**src/rtl/filter_spad_sequencer.sv**
```systemverilog
// Filter scratchpad read sequencer: replays the stored filter row (S*C words) P times
// and streams each word to the MAC over valid/ready, tagging the last word of every pass.
module filter_spad_sequencer #(
   parameter int DATA_WIDTH = 16,
   parameter int MEM_DEPTH  = 224,
   parameter int ADDR_WIDTH = $clog2(MEM_DEPTH),
   parameter int CNT_WIDTH  = 8
) (
   input  logic                  clk,
   input  logic                  reset,
   input  logic                  start,
   input  logic [ADDR_WIDTH-1:0] filt_size,
   input  logic [CNT_WIDTH-1:0]  num_chan,
   input  logic [CNT_WIDTH-1:0]  num_pass,
   input  logic                  spad_full,
   output logic                  r_en,
   output logic [ADDR_WIDTH-1:0] r_addr,
   input  logic [DATA_WIDTH-1:0] spad_dout,
   output logic [DATA_WIDTH-1:0] w_data,
   output logic                  w_valid,
   input  logic                  w_ready,
   output logic                  w_last,
   output logic                  busy,
   output logic                  done,
   output logic                  cfg_err
);
   localparam int PROD_WIDTH = ADDR_WIDTH + CNT_WIDTH;

   typedef enum logic [2:0] {IDLE, WAIT_FULL, RUN, DRAIN, DONE} state_t;

   state_t                state_q, state_d;
   logic [ADDR_WIDTH-1:0] last_addr_q, last_addr_d;
   logic [CNT_WIDTH-1:0]  last_pass_q, last_pass_d;
   logic [ADDR_WIDTH-1:0] idx_q, idx_d;
   logic [CNT_WIDTH-1:0]  pass_q, pass_d;
   logic                  all_issued_q, all_issued_d;
   logic                  r_en_q, r_en_d;
   logic [ADDR_WIDTH-1:0] r_addr_q, r_addr_d;
   logic                  r_last_q, r_last_d;
   logic                  cfg_err_q, cfg_err_d;

   logic [DATA_WIDTH-1:0] fifo_data_q [2];
   logic [DATA_WIDTH-1:0] fifo_data_d [2];
   logic                  fifo_last_q [2];
   logic                  fifo_last_d [2];
   logic                  rd_ptr_q, rd_ptr_d;
   logic                  wr_ptr_q, wr_ptr_d;
   logic [1:0]            cnt_q, cnt_d;

   logic [PROD_WIDTH-1:0] prod;
   logic                  degenerate;
   logic                  too_big;
   logic                  push;
   logic                  pop;
   logic                  issue;
   logic                  idx_wrap;

   assign prod       = PROD_WIDTH'(filt_size) * PROD_WIDTH'(num_chan);
   assign degenerate = (filt_size == '0) || (num_chan == '0) || (num_pass == '0);
   assign too_big    = prod > PROD_WIDTH'(MEM_DEPTH);
   assign idx_wrap   = (idx_q == last_addr_q);

   always_comb begin
      state_d      = state_q;
      last_addr_d  = last_addr_q;
      last_pass_d  = last_pass_q;
      idx_d        = idx_q;
      pass_d       = pass_q;
      all_issued_d = all_issued_q;
      r_en_d       = 1'b0;
      r_addr_d     = r_addr_q;
      r_last_d     = r_last_q;
      cfg_err_d    = cfg_err_q;
      fifo_data_d  = fifo_data_q;
      fifo_last_d  = fifo_last_q;
      rd_ptr_d     = rd_ptr_q;
      wr_ptr_d     = wr_ptr_q;

      // The read in flight lands in the FIFO at this edge; its slot was reserved at issue.
      push  = r_en_q;
      pop   = (cnt_q != 2'd0) && w_ready;
      cnt_d = cnt_q + {1'b0, push} - {1'b0, pop};

      if (push) begin
         fifo_data_d[wr_ptr_q] = spad_dout;
         fifo_last_d[wr_ptr_q] = r_last_q;
         wr_ptr_d              = ~wr_ptr_q;
      end
      if (pop) begin
         rd_ptr_d = ~rd_ptr_q;
      end

      // Issue only if the word will have a FIFO slot when it returns next cycle.
      issue = ((state_q == RUN) || ((state_q == WAIT_FULL) && spad_full))
              && !all_issued_q && (cnt_d < 2'd2);

      if (issue) begin
         r_en_d   = 1'b1;
         r_addr_d = idx_q;
         r_last_d = idx_wrap;
         if (idx_wrap) begin
            idx_d  = '0;
            pass_d = pass_q + CNT_WIDTH'(1);
            if (pass_q == last_pass_q) begin
               all_issued_d = 1'b1;
            end
         end else begin
            idx_d = idx_q + ADDR_WIDTH'(1);
         end
      end

      case (state_q)
         IDLE: begin
            if (start) begin
               cfg_err_d    = too_big;
               last_addr_d  = ADDR_WIDTH'(prod - PROD_WIDTH'(1));
               last_pass_d  = num_pass - CNT_WIDTH'(1);
               idx_d        = '0;
               pass_d       = '0;
               all_issued_d = 1'b0;
               state_d      = (degenerate || too_big) ? DONE : WAIT_FULL;
            end
         end
         WAIT_FULL: begin
            if (spad_full) begin
               state_d = RUN;
            end
         end
         RUN: begin
            if (all_issued_d) begin
               state_d = DRAIN;
            end
         end
         DRAIN: begin
            if (cnt_d == 2'd0) begin
               state_d = DONE;
            end
         end
         DONE:    state_d = IDLE;
         default: state_d = IDLE;
      endcase
   end

   always_ff @(posedge clk) begin
      if (!reset) begin
         state_q      <= IDLE;
         last_addr_q  <= '0;
         last_pass_q  <= '0;
         idx_q        <= '0;
         pass_q       <= '0;
         all_issued_q <= 1'b0;
         r_en_q       <= 1'b0;
         r_addr_q     <= '0;
         r_last_q     <= 1'b0;
         cfg_err_q    <= 1'b0;
         rd_ptr_q     <= 1'b0;
         wr_ptr_q     <= 1'b0;
         cnt_q        <= 2'd0;
         for (int i = 0; i < 2; i++) begin
            fifo_data_q[i] <= '0;
            fifo_last_q[i] <= 1'b0;
         end
      end else begin
         state_q      <= state_d;
         last_addr_q  <= last_addr_d;
         last_pass_q  <= last_pass_d;
         idx_q        <= idx_d;
         pass_q       <= pass_d;
         all_issued_q <= all_issued_d;
         r_en_q       <= r_en_d;
         r_addr_q     <= r_addr_d;
         r_last_q     <= r_last_d;
         cfg_err_q    <= cfg_err_d;
         rd_ptr_q     <= rd_ptr_d;
         wr_ptr_q     <= wr_ptr_d;
         cnt_q        <= cnt_d;
         for (int i = 0; i < 2; i++) begin
            fifo_data_q[i] <= fifo_data_d[i];
            fifo_last_q[i] <= fifo_last_d[i];
         end
      end
   end

   assign r_en    = r_en_q;
   assign r_addr  = r_addr_q;
   assign w_valid = (cnt_q != 2'd0);
   assign w_data  = w_valid ? fifo_data_q[rd_ptr_q] : '0;
   assign w_last  = w_valid & fifo_last_q[rd_ptr_q];
   assign busy    = (state_q != IDLE);
   assign done    = (state_q == DONE);
   assign cfg_err = cfg_err_q;

endmodule

```
**config.mk**
```make
export PLATFORM = sky130hd
export DESIGN_NAME = filter_spad_sequencer
export DESIGN_NICKNAME = d
export VERILOG_FILES = /design/src/rtl/filter_spad_sequencer.sv
export SDC_FILE = /design/constraint.sdc
export NUM_CORES = 1
export LEC_CHECK = 0
export ABC_AREA = 1
export CAP_MARGIN = 20
export CELL_PAD_IN_SITES_DETAIL_PLACEMENT = 1
export CELL_PAD_IN_SITES_GLOBAL_PLACEMENT = 1
export CORE_UTILIZATION = 37
export DETAILED_ROUTE_END_ITERATION = 8
export PLACE_DENSITY_LB_ADDON = 0.25
export RECOVER_POWER = 25
export SLEW_MARGIN = 15
export SYNTH_ARGS = -nofsm -noshare
export SYNTH_HDL_FRONTEND = slang
export SYNTH_SLANG_ARGS = --single-unit
```
**constraint.sdc**
```tcl
create_clock -name clk -period 4.3 [get_ports clk]
set_input_delay 0.645 -clock clk [delete_from_list [all_inputs] [get_ports clk]]
set_output_delay 0.645 -clock clk [all_outputs]
set_load 0.03 [all_outputs]
```
Word level (Yosys, flattened, before mapping)
Index checks and enable logic that the tools add are counted.

word-level totals
  input bits = 45
  word-level logic and storage cells = 96
  output and inout port bits = 30
  bits in registers = 85

cells by class
  add/subtract/negate cells = 6
  eq/ne operators = 10
  reductions and logical operators = 19
  bitwise operators = 5
  $mul = 1
  muxes and demuxes = 33
  $lt $le $gt $ge = 5

operators with widths
  kind                                                             count
  2-to-1 mux 16 bit                                                5
  2-to-1 mux 8 bit                                                 8
  bitwise mux 32 bit                                               1
  logical NOT 8 bit                                                3
  adder 8 x 1 -> 8 bit (second input constant)                     2
  demux 16 bit (select 1 bit)                                      1
  equality test 8 bit                                              2
  greater-than comparator 16 x 8 -> 1 bit (second input constant)  1
  multiplier 8 x 8 -> 16 bit                                       1
  subtractor 8 x 1 -> 8 bit (second input constant)                2
  2-to-1 mux 3 bit                                                 5
  case mux 3 bit (4 select lines)                                  1
  2-to-1 mux 1 bit                                                 10
  equality test 3 x 2 -> 1 bit (second input constant)             2
  inequality test 2 bit (second input constant)                    3
  logical AND 1 bit                                                5
  greater-or-equal comparator 2 bit (second input constant)        2
  logical OR 1 bit                                                 4
  NOT 1 -> 2 bit                                                   2
  AND reduction 4 bit                                              1
  equality test 3 x 1 -> 1 bit (second input constant)             1
  equality test 3 bit (second input constant)                      1
  logical NOT 3 bit                                                1
  nonzero test 3 bit                                               1
  other kinds (13)                                                 14

Longest topological paths before layout
Gate-level depths: netlist of run 1.

  word-level depth = 8
  mapped depth = 26
  mapped depth without buffers = 25

Least setup slack after synthesis of run 1
Ideal clock, no wire load.

  path type = in2reg
  start = input port filt_size[0]
  end = register state_q[0]
  cell stages on the path = 22
  slack = -296 ps
  arrival = 4,527 ps
  required time = 4,230 ps
  path buffers = 1
  library setup time = 70 ps
  cells stage by stage = clkbuf_1 -> nand2_1 -> fa_1 -> fa_1 -> inv_1 -> fa_1 -> inv_1 -> fa_1 -> inv_1 -> ha_1 -> nand2_1 -> nand2_1 -> a21oi_1 -> nand2_1 -> nand2_1 -> nand2_1 -> nand2_1 -> nand2_1 -> nor2_1 -> nor2b_1 -> nand3_1 -> a21oi_1

on the way
  longest elaborated chain between the ends = 7
  elaborated cells between the ends (all ways) = 9
  those cells by class = mul (1); order compare (1); mux (3); reduce/logical (4)

RTL lines
  item                                                                                RTL line  source
  start, declared                                                                     12        input logic [ADDR_WIDTH-1:0] filt_size,
  parallel branches: the longest is 3 deep, another holds multiplier 8 x 8 -> 16 bit  --
  logical OR 1 bit *                                                                  121       state_d = (degenerate || too_big) ? DONE : WAIT_FULL;
  2-to-1 mux 3 bit *                                                                  121
  2-to-1 mux 3 bit *                                                                  114       if (start) begin
  case mux 3 bit (4 select lines) *                                                   112       case (state_q)
  end signal, assigned                                                                164       state_q <= state_d;
  end, declared                                                                       31        state_t state_q, state_d;

Mark *: on every way between the ends. The select of a mux whose other input is x is not followed.
A chain may end at the register's enable or synchronous reset.

Final worst setup path of run 1
  start = input port filt_size[2]
  end = register state_q[2]

The elaborated chain is that of the path after synthesis.

==> results.json, run 1 <==
{
  "avgSynthCellArea_sq_um": 6.712,
  "grt_pass1_vias": 6445,
  "cp_num_buf_inv": 4,
  "n_fill_cell": 2203,
  "post-route-util_pct": 49.51,
  "max_slew_margin_pct": 41.08,
  "fmax_mhz": 239.7,
  "crit_path_cell_trace": "buf_6 > nand2_2 > fa_1 > fa_1 > inv_1 > fa_1 > inv_2 > fa_1 > inv_2 > ha_4 > nand2_2 > nand2_2 > a21oi_4 > nand2_2 > nand2_2 > nand2_1 > nand2_1 > nand2_2 > nor2_2 > nand4_1 > nand2_1 > nand2_1 > nand2_1 > nor2_1",
  "worst_pin_slew_ns": 0.8837,
  "worstPathRequired_ns": 4.50,
  "synth_edf_count": 0,
  "htree_levels": 3,
  "power.density_mw_per_mm2": 549.8,
  "synthFlopType": "dfxtp_1",
  "portBuffers": 74,
  "wl_per_cell_um": 13.78,
  "worstSetupEndpointType": "flip-flop",
  "die_width_um": 134.2,
  "drc": 0,
  "syn-num-nets": 1088,
  "min_path_type": "flip-flop to flip-flop",
  "clockBufferDepth": 2,
  "netlist_area_sq_mm": 0.006470,
  "critical_path_class": "input pin to flip-flop",
  "cts_sinks": 85,
  "layout-drive-gt1-share_pct": 14.65,
  "antennaDiodeCount": 0,
  "antenna_found_initial": 0,
  "grt_pass1_wl_mm": 30.05,
  "final_nets": 1191,
  "cp_common_cell": "nand2_2",
  "cap_violations": 0,
  "startpoint_type": "input pin",
  "rsz0062_at_grt": "yes",
  "core_sq_mm": 0.01682,
  "clockPowerShare_pct": 17.5,
  "gr-total-overflow": 0,
  "fin_skew_ns": 0.01034,
  "initial_utilization_pct": 38.47,
  "hpwl_mm": 13.81,
  "power_frac_comb_pct": 59.5,
  "firstDrtPassIters": 4,
  "grt_max_degree": 43,
  "yosysSeqAreaShare_pct": 26.30,
  "ys_types": 38,
  "crit_path_top_delay_cell": "fa_1",
  "path_clk_slew_ns": 0.07,
  "cts_tree": "built",
  "intPower_mw": 2.504,
  "ys_ff_latch": 85,
  "status": "complete, no violations",
  "whs_ns": 0.4634,
  "clk_latency_ns": 0.34,
  "viasPerCell": 4.775,
  "cpPeakStageDelay_ns": 0.54,
  "period_needed_ns": 4.173,
  "die_h_um": 134.2,
  "syn_inst": 964,
  "cp_data_arrival_time_ns": 4.37,
  "postCtsHoldBufs": 0,
  "critical_path.max_fanout": 6,
  "cts_inserted_buffers": 9,
  "area_growth_pct": 28.70,
  "p_switching_mw": 2.074,
  "maxSlewViolCount": 0,
  "p_leak_nw": 4.182,
  "via_count": 6169,
  "die_area_sq_mm": 0.01802,
  "setup_viol": 0,
  "drt.antenna.violating_nets": 0,
  "peakVddDrop_mv": 0.3653,
  "track_usage_pct": 20.80,
  "place.gp.congestion": 0.8076,
  "drt_iter0_markers": 184,
  "rows": 47,
  "yosysWarnings": 0,
  "critPathTopFamily": "adder cells",
  "wirelength_mm": 17.81,
  "fin_crit_sh_pct": 97.04,
  "p_sw_share_pct": 45.30,
  "hold_violations": 0,
  "cts_root_buf": "clkbuf_16",
  "ioPinCount": 75,
  "async_flop_share_pct": 0,
  "pwr-share-seq_pct": 23.1
}
==> metal layers <==
metal	vias up	global-route usage [%]	wire, um
met5	-	0	0
met4	0	4.307	163
met3	10	2.532	320
met2	53	39.49	9486
met1	2947	24.85	7835
li1	3159	-	-
==> path summary, 6_finish.rpt <==
path,startpoint,to,slack (ns),depth (start not counted)
worst max-delay path,filt_size[2],state_q[2],0.13,24
worst min-delay path,r_addr[7],r_addr[7],0.46,2
worst max register to register,cnt_q[0],pass_q[5],0.69,17
worst min register to register,r_addr[7],r_addr[7],0.46,2
==> power groups by stage <==
stage	clock network [mW]	registers (mW)	logic, mW
2_1_floorplan	0	1.08	1.65
4_1_cts	0.812	1.06	2.57
5_1_grt	0.854	1.08	3.06
3_5_place_dp	0	1.07	2.49
3_3_place_gp	0	1.07	2.43
6_report	0.799	1.06	2.72
==> metrics by stage <==
| step | TNS, ns | total power, mW | cells | setup WS, ns | area, sq um |
|---|---|---|---|---|---|
| after floorplan | 0 | 2.727 | 964 | 0.001292 | 6611 |
| after global placement | -3.540 | 3.497 | 1273 | -0.7434 | 7797 |
| after detailed placement | -4.221 | 3.569 | 1273 | -0.8613 | 7797 |
| after CTS | 0 | 4.439 | 1290 | 0.01062 | 8095 |
| after global routing | -0.1585 | 4.990 | 1292 | -0.1194 | 8327 |
| final | 0 | 4.578 | 1292 | 0.1274 | 8327 |
==> area by class of cell <==
| type | count | area (sq um) | share of cell area (%) |
|---|---|---|---|
| Clock buffer | 9 | 225.2 | 2.705 |
| Multi-Input combinational cell | 658 | 4179 | 50.19 |
| Clock inverter | 7 | 81.33 | 0.9767 |
| Sequential cell | 85 | 1702 | 20.44 |
| Timing Repair Buffer | 128 | 1170 | 14.05 |
| Tap cell | 220 | 275.3 | 3.306 |
| Inverter | 185 | 694.4 | 8.340 |
==> layout by cell type, fill, tap and decap left out, drive strengths merged, types with 3 or more instances in the layout <==
master / count
nand2: 240
inv: 184
nor2: 129
dfxtp: 85
buf: 65
o21ai: 58
clkdlybuf4s50: 49
a21oi: 45
ha: 43
fa: 36
nand3: 31
xnor2: 14
xor2: 14
nand4: 13
nor3: 12
clkbuf: 12
dlygate4sd3: 9
clkinv: 7
o22ai: 6
nor4: 5
nand3b: 3
==> worst reg2reg max path, stage by stage, from the launching register on <==
cell,delay [ns]
dfxtp_1,0.32
nor2_1,0.10
clkbuf_1,0.67
inv_1,0.14
nand2_1,0.15
inv_1,0.06
ha_1,0.26
inv_1,0.06
ha_1,0.15
xor2_1,0.23
xor2_2,0.26
nand3_2,0.31
nor2_4,0.32
nand2_1,0.10
nor2_2,0.13
nand2_1,0.08
o21ai_1,0.12
a21oi_1,0.05
==> timing repair <==
item	4_1_cts	5_1_grt
endpoints found under the hold margin	0	0
gates resized for setup	69	85
setup endpoints to repair	6	3
pin swaps	11	33
setup buffers	1	2
==> Yosys cell counts (3+ instances only) <==
cell type  number  area, sq um
nand4_1        13        81.33
o21ai_0        54        270.3
nand2_1       237        889.6
xnor2_1        14        122.6
xor2_1         13        113.9
ha_1           43        538.0
inv_1         176        660.6
dfxtp_1        85         1702
nor3_1         11        55.05
nand3_2         3        30.03
clkinv_1        3        11.26
nor4_1          4        25.02
fa_1           36        720.7
a21oi_1        45        225.2
inv_2           6        22.52
o21ai_1         4        20.02
clkbuf_1       30        112.6
nor2_1        126        473.0
nand2_2         3        18.77
nand3b_1        3        22.52
buf_2           4        20.02
o22ai_1         6        37.54
nand3_1        28        140.1
==> flip-flops by register name, indices dropped and copies added (netlist names) <==
register,cells
idx_q,8
rd_ptr_q,1
cnt_q,2
last_addr_q,8
pass_q,8
all_issued_q,1
last_pass_q,8
r_en,1
cfg_err,1
r_last_q,1
wr_ptr_q,1
r_addr,8
fifo_data_q,32
state_q,3
fifo_last_q,2
==> cell families after synthesis <==
kind of cell	after synthesis	share of synthesized area, %
compound gates	114	9.205
xor+xnor	28	3.907
fa+ha+maj	79	19.45
buf+inv	221	12.90
flops	85	26.30
simple gates	437	28.23
No activity file was read; power rests on OpenSTA's default activity.
==> run 2: changes to the inputs <==
Settings changed: REMOVE_ABC_BUFFERS from default to 1.
==> run 2 against run 1 <==
Compared with the run above:
- sequential power hardly changed
- maximum frequency is 0.21% higher
- register-to-register slack got worse by 0.12 ns
- combinational power rose by 3%
- total power grew 1.2%
- worst setup slack better by 0.0086 ns
- largest cell class unchanged
==> results.json, run 2 (same netlist as run 1, synthesis figures left out) <==
{
  "core_sq_mm": 0.01682,
  "antenna_found_initial": 0,
  "area_growth_pct": 29.70,
  "cts_inserted_buffers": 9,
  "wl_per_cell_um": 14.18,
  "layout-drive-gt1-share_pct": 16.36,
  "max_slew_margin_pct": 36.62,
  "hold_violations": 0,
  "setup_viol": 0,
  "worstPathRequired_ns": 4.51,
  "rows": 47,
  "worst_pin_slew_ns": 0.9507,
  "drt_iter0_markers": 188,
  "final_cells": 1302,
  "intPower_mw": 2.512,
  "clockBufferDepth": 2,
  "worstSetupEndpointType": "flip-flop",
  "die_width_um": 134.2,
  "track_usage_pct": 21.14,
  "firstDrtPassIters": 4,
  "clk_latency_ns": 0.35,
  "p_leak_nw": 4.203,
  "hold-path-cell-count": 2,
  "cts_root_buf": "clkbuf_16",
  "clockPowerShare_pct": 16.8,
  "worstReg2RegEnd": "pass_q[5]",
  "critical_path_class": "input pin to flip-flop",
  "fin_skew_ns": 0.008157,
  "r2r_slack_ns": 0.57,
  "fmax_mhz": 240.2,
  "grt_pass1_wl_mm": 30.51,
  "path_clk_slew_ns": 0.06,
  "p_switching_mw": 2.121,
  "worstHoldStart": "r_addr[2]",
  "ioPinCount": 75,
  "drc": 0,
  "whs_ns": 0.4677,
  "min_path_type": "flip-flop to flip-flop",
  "peakVddDrop_mv": 0.2864,
  "power_frac_comb_pct": 60.4,
  "antennaDiodeCount": 0,
  "p_sw_share_pct": 45.77,
  "grt_max_degree": 43,
  "regMostFlops": "fifo_data_q",
  "viasPerCell": 4.851,
  "cts_tree": "built",
  "initial_utilization_pct": 38.47,
  "maxSlewViolCount": 0,
  "die_area_sq_mm": 0.01802,
  "die_h_um": 134.2,
  "mostFrequentLayoutCells": "nand2_1 (211), inv_1 (165), nor2_1 (117)",
  "layout_commonest_cell": "nand2_1",
  "gr-total-overflow": 0,
  "htree_levels": 3,
  "preCtsSetupSlack_ns": -0.9516,
  "hpwl_mm": 14.04,
  "power.density_mw_per_mm2": 552.1,
  "place.gp.congestion": 0.8126,
  "startpoint_type": "input pin",
  "dp_cells": 1281,
  "r2r-start": "cnt_q[0]",
  "largest_reg_flops": 32,
  "fin_crit_sh_pct": 96.84,
  "pwr-share-seq_pct": 22.8,
  "drt.antenna.violating_nets": 0,
  "postCtsHoldBufs": 0,
  "cts_sinks": 85,
  "wirelength_mm": 18.46,
  "critical_path.max_fanout": 5,
  "layout_setup_ws_ns": 0.1360,
  "cap_violations": 0,
  "r2r_cells": 17,
  "final_nets": 1201,
  "period_needed_ns": 4.164,
  "grt_pass1_vias": 6520,
  "via_count": 6316,
  "cp_data_arrival_time_ns": 4.38,
  "status": "complete, no violations",
  "portBuffers": 74,
  "hold_path_end": "r_addr[2]"
}
## run 2: cell types whose count changed in the layout (fill, tap and decap cells not counted), sizes merged
| cell | delta |
|---|---|
| clkinv | -3 |
| clkinvlp | +3 |
| clkbuf | +2 |
| inv | -2 |
| buf | +10 |
## run 2: per-layer routing
metal	vias up	global-route usage [%]	wire length, um
met2	73	36.90	9178
li1	3178	-	-
met5	-	0	0
met3	6	3.099	504
met1	3059	27.50	8672
met4	0	4.619	107
## run 2: worst max-delay path by stage
stage / from / to / cells after the start
3_5_place_dp: filt_size[5] / state_q[0] / 22
5_1_grt: filt_size[1] / state_q[2] / 23
6_report: filt_size[5] / state_q[2] / 24
3_3_place_gp: num_chan[7] / state_q[0] / 21
2_1_floorplan: filt_size[2] / state_q[0] / 21
4_1_cts: filt_size[6] / state_q[0] / 21
## run 2: power by group through the flow
stage / Sequential [mW] / Combinational (mW) / Clock [mW]
floorplan: 1.09 / 1.48 / 0
global placement: 1.06 / 2.30 / 0
detailed placement: 1.07 / 2.35 / 0
CTS: 1.06 / 2.63 / 0.794
global route: 1.08 / 3.09 / 0.828
finish: 1.06 / 2.80 / 0.777
## run 2: what timing repair did
item / CTS / global route
pin swaps: 23 / 44
resized for setup: 78 / 83
buffers inserted: 2 / 3
setup endpoints to repair: 6 / 5
## run 2: worst max-delay path: stages
cell and delay (ns):
buf_4 0.15, nand2_2 0.07, inv_2 0.04, fa_1 0.55, fa_1 0.46, fa_1 0.53
inv_1 0.05, fa_1 0.49, inv_2 0.05, ha_4 0.26, nand2_4 0.10, inv_1 0.06
a21oi_2 0.17, nand2_2 0.07, nand2_2 0.06, nand2_1 0.05, nand2_1 0.06, nand2_1 0.06
nor2_2 0.13, nand4_1 0.10, nand2_1 0.08, nand2_1 0.05, nand2_1 0.06, nor2_1 0.04
## run 2: per-stage QoR
step	power (mW)	TNS (ns)	cell area (sq um)	utilization, %
after global placement	3.360	-4.010	7789	46.31
after global routing	4.995	-0.01356	8392	49.90
final	4.633	0	8392	49.90
after CTS	4.482	0	8217	48.85
after detailed placement	3.427	-4.492	7789	46.31
after floorplan	2.573	-0.006434	6330	-
## run 2: final cells by class
type | instances | area (sq um)
Fill cell | 2155 | 8427
Multi-Input combinational cell | 658 | 4203
Sequential cell | 85 | 1702
Timing Repair Buffer | 138 | 1224
Inverter | 185 | 694.4
Tap cell | 220 | 275.3
Clock buffer | 11 | 232.7
Clock inverter | 5 | 61.31
==> RTL edit 1: new RTL, config.mk and constraints of run 2 <==
`MEM_DEPTH`: 224 -> 448.
--- a/src/rtl/filter_spad_sequencer.sv
+++ b/src/rtl/filter_spad_sequencer.sv
@@ -3,5 +3,5 @@
 module filter_spad_sequencer #(
    parameter int DATA_WIDTH = 16,
-   parameter int MEM_DEPTH  = 224,
+   parameter int MEM_DEPTH  = 448,
    parameter int ADDR_WIDTH = $clog2(MEM_DEPTH),
    parameter int CNT_WIDTH  = 8
Ports: changed (resized filt_size and r_addr); port bits go from 75 to 77. No check against the original RTL was run, so the function may have changed too.
==> RTL edit 1 against run 2 <==
  * Clock skew rose by 3.7 ps
  * Sequential cell count rose by 3
  * Synthesized area up 5.5%
  * Non-clock buffer count rose by 11
  * Setup slack worse by 51 ps
  * First-iteration DRC count is 2.7% higher
  * Die area rose by 5.4%
  * Design area increased by 7.1%
  * Power increased by 12%
  * Routed wire length rose by 4.0%
  * Critical path type unchanged
  * Critical endpoint is now state_q[0]$_SDFFE_PN0P_
  * Largest cell class unchanged
==> RTL edit 1: results (changes against run 2) <==
Met2 wire len - 9742 microns (was 9178 microns)
Worst hold slack - 463.2 ps (was 467.7 ps)
Share of cells above drive strength 1 - 19.20% (was 16.36%)
Vias in the first global route - 6564 (was 6520)
Global-route wire length before repair - 31290 microns (was 30510 microns)
First-iteration detailed-routing DRC count - 193 (was 188)
Pleak - 4.505 nW (was 4.203 nW)
Syn avg cell area - 6.894 sq um (was 6.712 sq um)
Max VDD drop - 0.0002642 V (was 0.0002864 V)
Clock Skew - 11.85 ps (was 8.157 ps)
Top cells by area, synth - dfxtp_1 (26%), nand2_1 (13%), fa_1 (12%) (was dfxtp_1 (26%), nand2_1 (14%), fa_1 (11%))
Wirelength per Cell - 14.23 microns (was 14.18 microns)
Arrival time at the worst endpoint - 4500 ps (was 4380 ps)
P_int - 2.831 mW (was 2.512 mW)
Via count - 6497 (was 6316)
Post-synth top cells - nand2_1 (231), inv_1 (189), nor2_1 (125) (was nand2_1 (237), inv_1 (176), nor2_1 (126))
Dpl ws - -1092 ps (was -951.6 ps)
Routed Wire Length - 19200 microns (was 18460 microns)
Placement-stage cell area - 8242 sq um (was 7789 sq um)
GR Layer Usage met3 - 2.870% (was 3.099%)
Post-synthesis xor/xnor area fraction - 4.876% (was 3.906%)
Cell variety after synth - 39 (was 38)
GR Util met2 - 38.30% (was 36.90%)
HPWL Detailed - 14180 microns (was 14040 microns)
R2R Setup Slk - 740 ps (was 570 ps)
Synth Area in Compound Gates - 8.744% (was 9.205%)
Status - finished, final reports clean (unchanged)
Wire length on met3 - 460 microns (was 504 microns)
Critical-path maximum fanout - 4 (was 5)
Met1 Wirelength - 8781 microns (was 8672 microns)
CP Launch Point - num_chan[2] (was filt_size[5])
Grt met1 use - 26.27% (was 27.50%)
HP Start - r_addr[7]$_SDFFE_PN0P_ (was r_addr[2]$_SDFFE_PN0P_)
Post-Synth Adder-Cell Area - 20.38% (was 19.45%)
-- RTL edit 1: cell count changes after synthesis, moves of 6 or more --
cell	change
xnor2_1	+7
fa_1	+6
inv_1	+13
nand2_1	-6
-- RTL edit 1: kinds of logic after synthesis --
kind of cell,count (synthesis)
buffers and inverters,230
and+or+nand+nor,435
adders and majority gates,86
xor gates and xnor gates,38
DFF,88
AOI/OAI and AO/OA,113
-- RTL edit 1: critical path, cell delays in order --
cell	delay, ps
buf_8	100
buf_6	120
buf_6	120
nand2_2	50
inv_2	40
fa_2	350
fa_1	470
fa_1	560
inv_2	40
fa_1	540
inv_2	50
ha_4	310
nand2_4	60
nand2_4	70
nand2_2	60
nand2_2	70
nand2_2	60
nand3_2	80
nand2_2	50
nand2_1	50
nand2_1	60
nor2_2	130
and2_4	160
nand4_1	90
a21oi_1	150
-- RTL edit 1: what timing repair did --
item / in CTS / in global routing
pin swaps: 34 / 65
resized for setup: 87 / 109
buffers inserted: 3 / 3
endpoints found under the setup margin: 7 / 6
-- RTL edit 1: area by class of cell --
type / count / area, sq um
clock buffers: 9 / 225.2
clock inverters: 7 / 77.57
fillers: 2311 / 9035
inverters: 195 / 734.5
multi-input cells: 672 / 4591
flip-flops and latches: 88 / 1762
well taps: 229 / 286.5
repair buffers: 149 / 1314
-- RTL edit 1: power by group through the flow --
| stage | sequential [mW] | combinational (mW) | clock [mW] |
|---|---|---|---|
| CTS | 1.08 | 2.93 | 0.835 |
| global route | 1.10 | 3.66 | 0.870 |
| finish | 1.08 | 3.29 | 0.816 |
| detailed placement | 1.09 | 2.65 | 0 |
| global placement | 1.09 | 2.60 | 0 |
| floorplan | 1.11 | 1.60 | 0 |
==> RTL edit 2: new RTL, settings of run 2 <==
Without the edit above. Register the output `cfg_err` once more, with the module's reset; this adds one clock of latency there. The other outputs are not delayed to match.
--- a/src/rtl/filter_spad_sequencer.sv
+++ b/src/rtl/filter_spad_sequencer.sv
@@ -189,5 +189,11 @@
    assign busy    = (state_q != IDLE);
    assign done    = (state_q == DONE);
-   assign cfg_err = cfg_err_q;
+   always_ff @(posedge clk) begin
+      if (!reset) begin
+         cfg_err <= '0;
+      end else begin
+         cfg_err <= cfg_err_q;
+      end
+   end
 
 endmodule
Check against the original RTL: not equivalent (a bounded check fails within 4 cycles, from zero or initial values and one cycle with reset low).
==> RTL edit 2 against run 2 <==
  * Routed wire length is 3.6% higher
  * Sequential share of layout area fell by 0.57 points
  * Via count grew 0.49%
  * Largest power group unchanged
  * Power is 7.1% higher
  * Sequential cell count increased by 1
  * Fmax grew 0.20%
  * Highest routed layer unchanged
  * Setup slack better by 8.2 ps
  * Final cell count increased by 1.7%
  * Synthesized area is 1.4% higher
  * Critical path type unchanged
  * Clock power rose by 12%
  * Non-clock buffer count grew 5
  * Design area up 4.1%
==> RTL edit 2: results (changes against run 2) <==
Crit-path max cell delay - 530 ps (was 550 ps)
DR vias/cell - 4.794 (was 4.851)
Multi-input gates - 668 (was 658)
FF+latch area - 1722 sq um (was 1702 sq um)
Starting Density - 37.93% (was 38.47%)
Register area share after synthesis - 26.24% (was 26.30%)
HP Start - cfg_err_q$_SDFFE_PN0P_ (was r_addr[2]$_SDFFE_PN0P_)
GR Layer Usage met3 - 3.554% (was 3.099%)
Bufs w/o clock - 143 (was 138)
Global-route wire length before repair - 31400 microns (was 30510 microns)
CP Capture Point - cfg_err_q$_SDFFE_PN0P_ (was state_q[2]$_SDFFE_PN0P_)
Cell variety after synth - 44 (was 38)
GRT Total Usage - 21.75% (was 21.14%)
Arrival time at the worst endpoint - 4390 ps (was 4380 ps)
Multi-input gate area - 4404 sq um (was 4203 sq um)
Dpl ws - -997.2 ps (was -951.6 ps)
CP Launch Point - filt_size[4] (was filt_size[5])
HPWL Detailed - 14260 microns (was 14040 microns)
Post-CTS Setup Bufs - 1 (was 2)
Post-synth top cells - nand2_1 (232), inv_1 (181), nor2_1 (133) (was nand2_1 (237), inv_1 (176), nor2_1 (126))
Reg2reg end - idx_q[6]$_SDFF_PN0_ (was pass_q[5]$_SDFF_PN0_)
Top cells by area, synth - dfxtp_1 (26%), nand2_1 (13%), fa_1 (11%) (was dfxtp_1 (26%), nand2_1 (14%), fa_1 (11%))
Reg-to-Reg Start - cnt_q[0]$_SDFF_PN0_ (unchanged)
Routed Wire Length - 19120 microns (was 18460 microns)
First-iteration detailed-routing DRC count - 241 (was 188)
Design area - 8735 sq um (was 8392 sq um)
Die Area - 18270 sq um (was 18020 sq um)
Relative slew margins - 37.51% (was 36.62%)
Max VDD drop - 0.0002702 V (was 0.0002864 V)
Cells after synthesis - 977 (was 964)
Routability cong. - 0.8280 (was 0.8126)
CTS Sinks - 86 (was 85)
Hold endpoint - cfg_err$_SDFF_PN0_ (was r_addr[2]$_SDFFE_PN0P_)
Non-CTS inverters - 186 (was 185)
Signal buffers share of area - 14.81% (was 14.58%)
Largest net degree at the start of global routing - 63 (was 43)
# fillers - 2227 (was 2155)
Worst hold slack - 440.8 ps (was 467.7 ps)
Clock-cell share - 3.839% (was 3.504%)
Status - finished, final reports clean (unchanged)
Nets - 1218 (was 1201)
GR Util met2 - 36.64% (was 36.90%)
Grt met1 use - 29.11% (was 27.50%)
Ys async rst share - 0% (unchanged)
Share of cells above drive strength 1 - 19.38% (was 16.36%)
Clock Skew - 4.640 ps (was 8.157 ps)
Clock buffers - 13 (was 11)
Vias in the first global route - 6392 (was 6520)
## RTL edit 2: cell count changes after synthesis, moves of 4 or more
cell and delta:
nand2_1 -5, inv_1 +5, xor2_1 -5, o21ai_0 +4
nor2_1 +7, nand3_1 +4, o22ai_1 -5, inv_2 -4
clkbuf_1 +5
## RTL edit 2: report_power, final
group          internal (mW)  total (mW)  switching [mW]
Clock                  0.556       0.872           0.316
Combinational           1.22        3.02            1.80
Sequential             0.966        1.08           0.109
## RTL edit 2: logic make-up (layout without fill, tap and decap cells)
kind of cell             Yosys count  after routing  share of synthesized area (%)
AND/OR/NAND/NOR                  448            448                          29.20
AO/OA/AOI/OAI                    120            120                          9.670
XOR/XNOR                          21             21                          2.918
adder cells (fa/ha/maj)           79             79                          19.19
flip-flops                        86             86                          26.24
buffers and inverters            223            345                          12.78
## RTL edit 2: per-layer routing
metal  wire length, microns  part of all wire (%)
met4                    270                   1.4
met5                      0                     0
met1                   8936                    47
met3                    568                   3.0
met2                   9342                    49
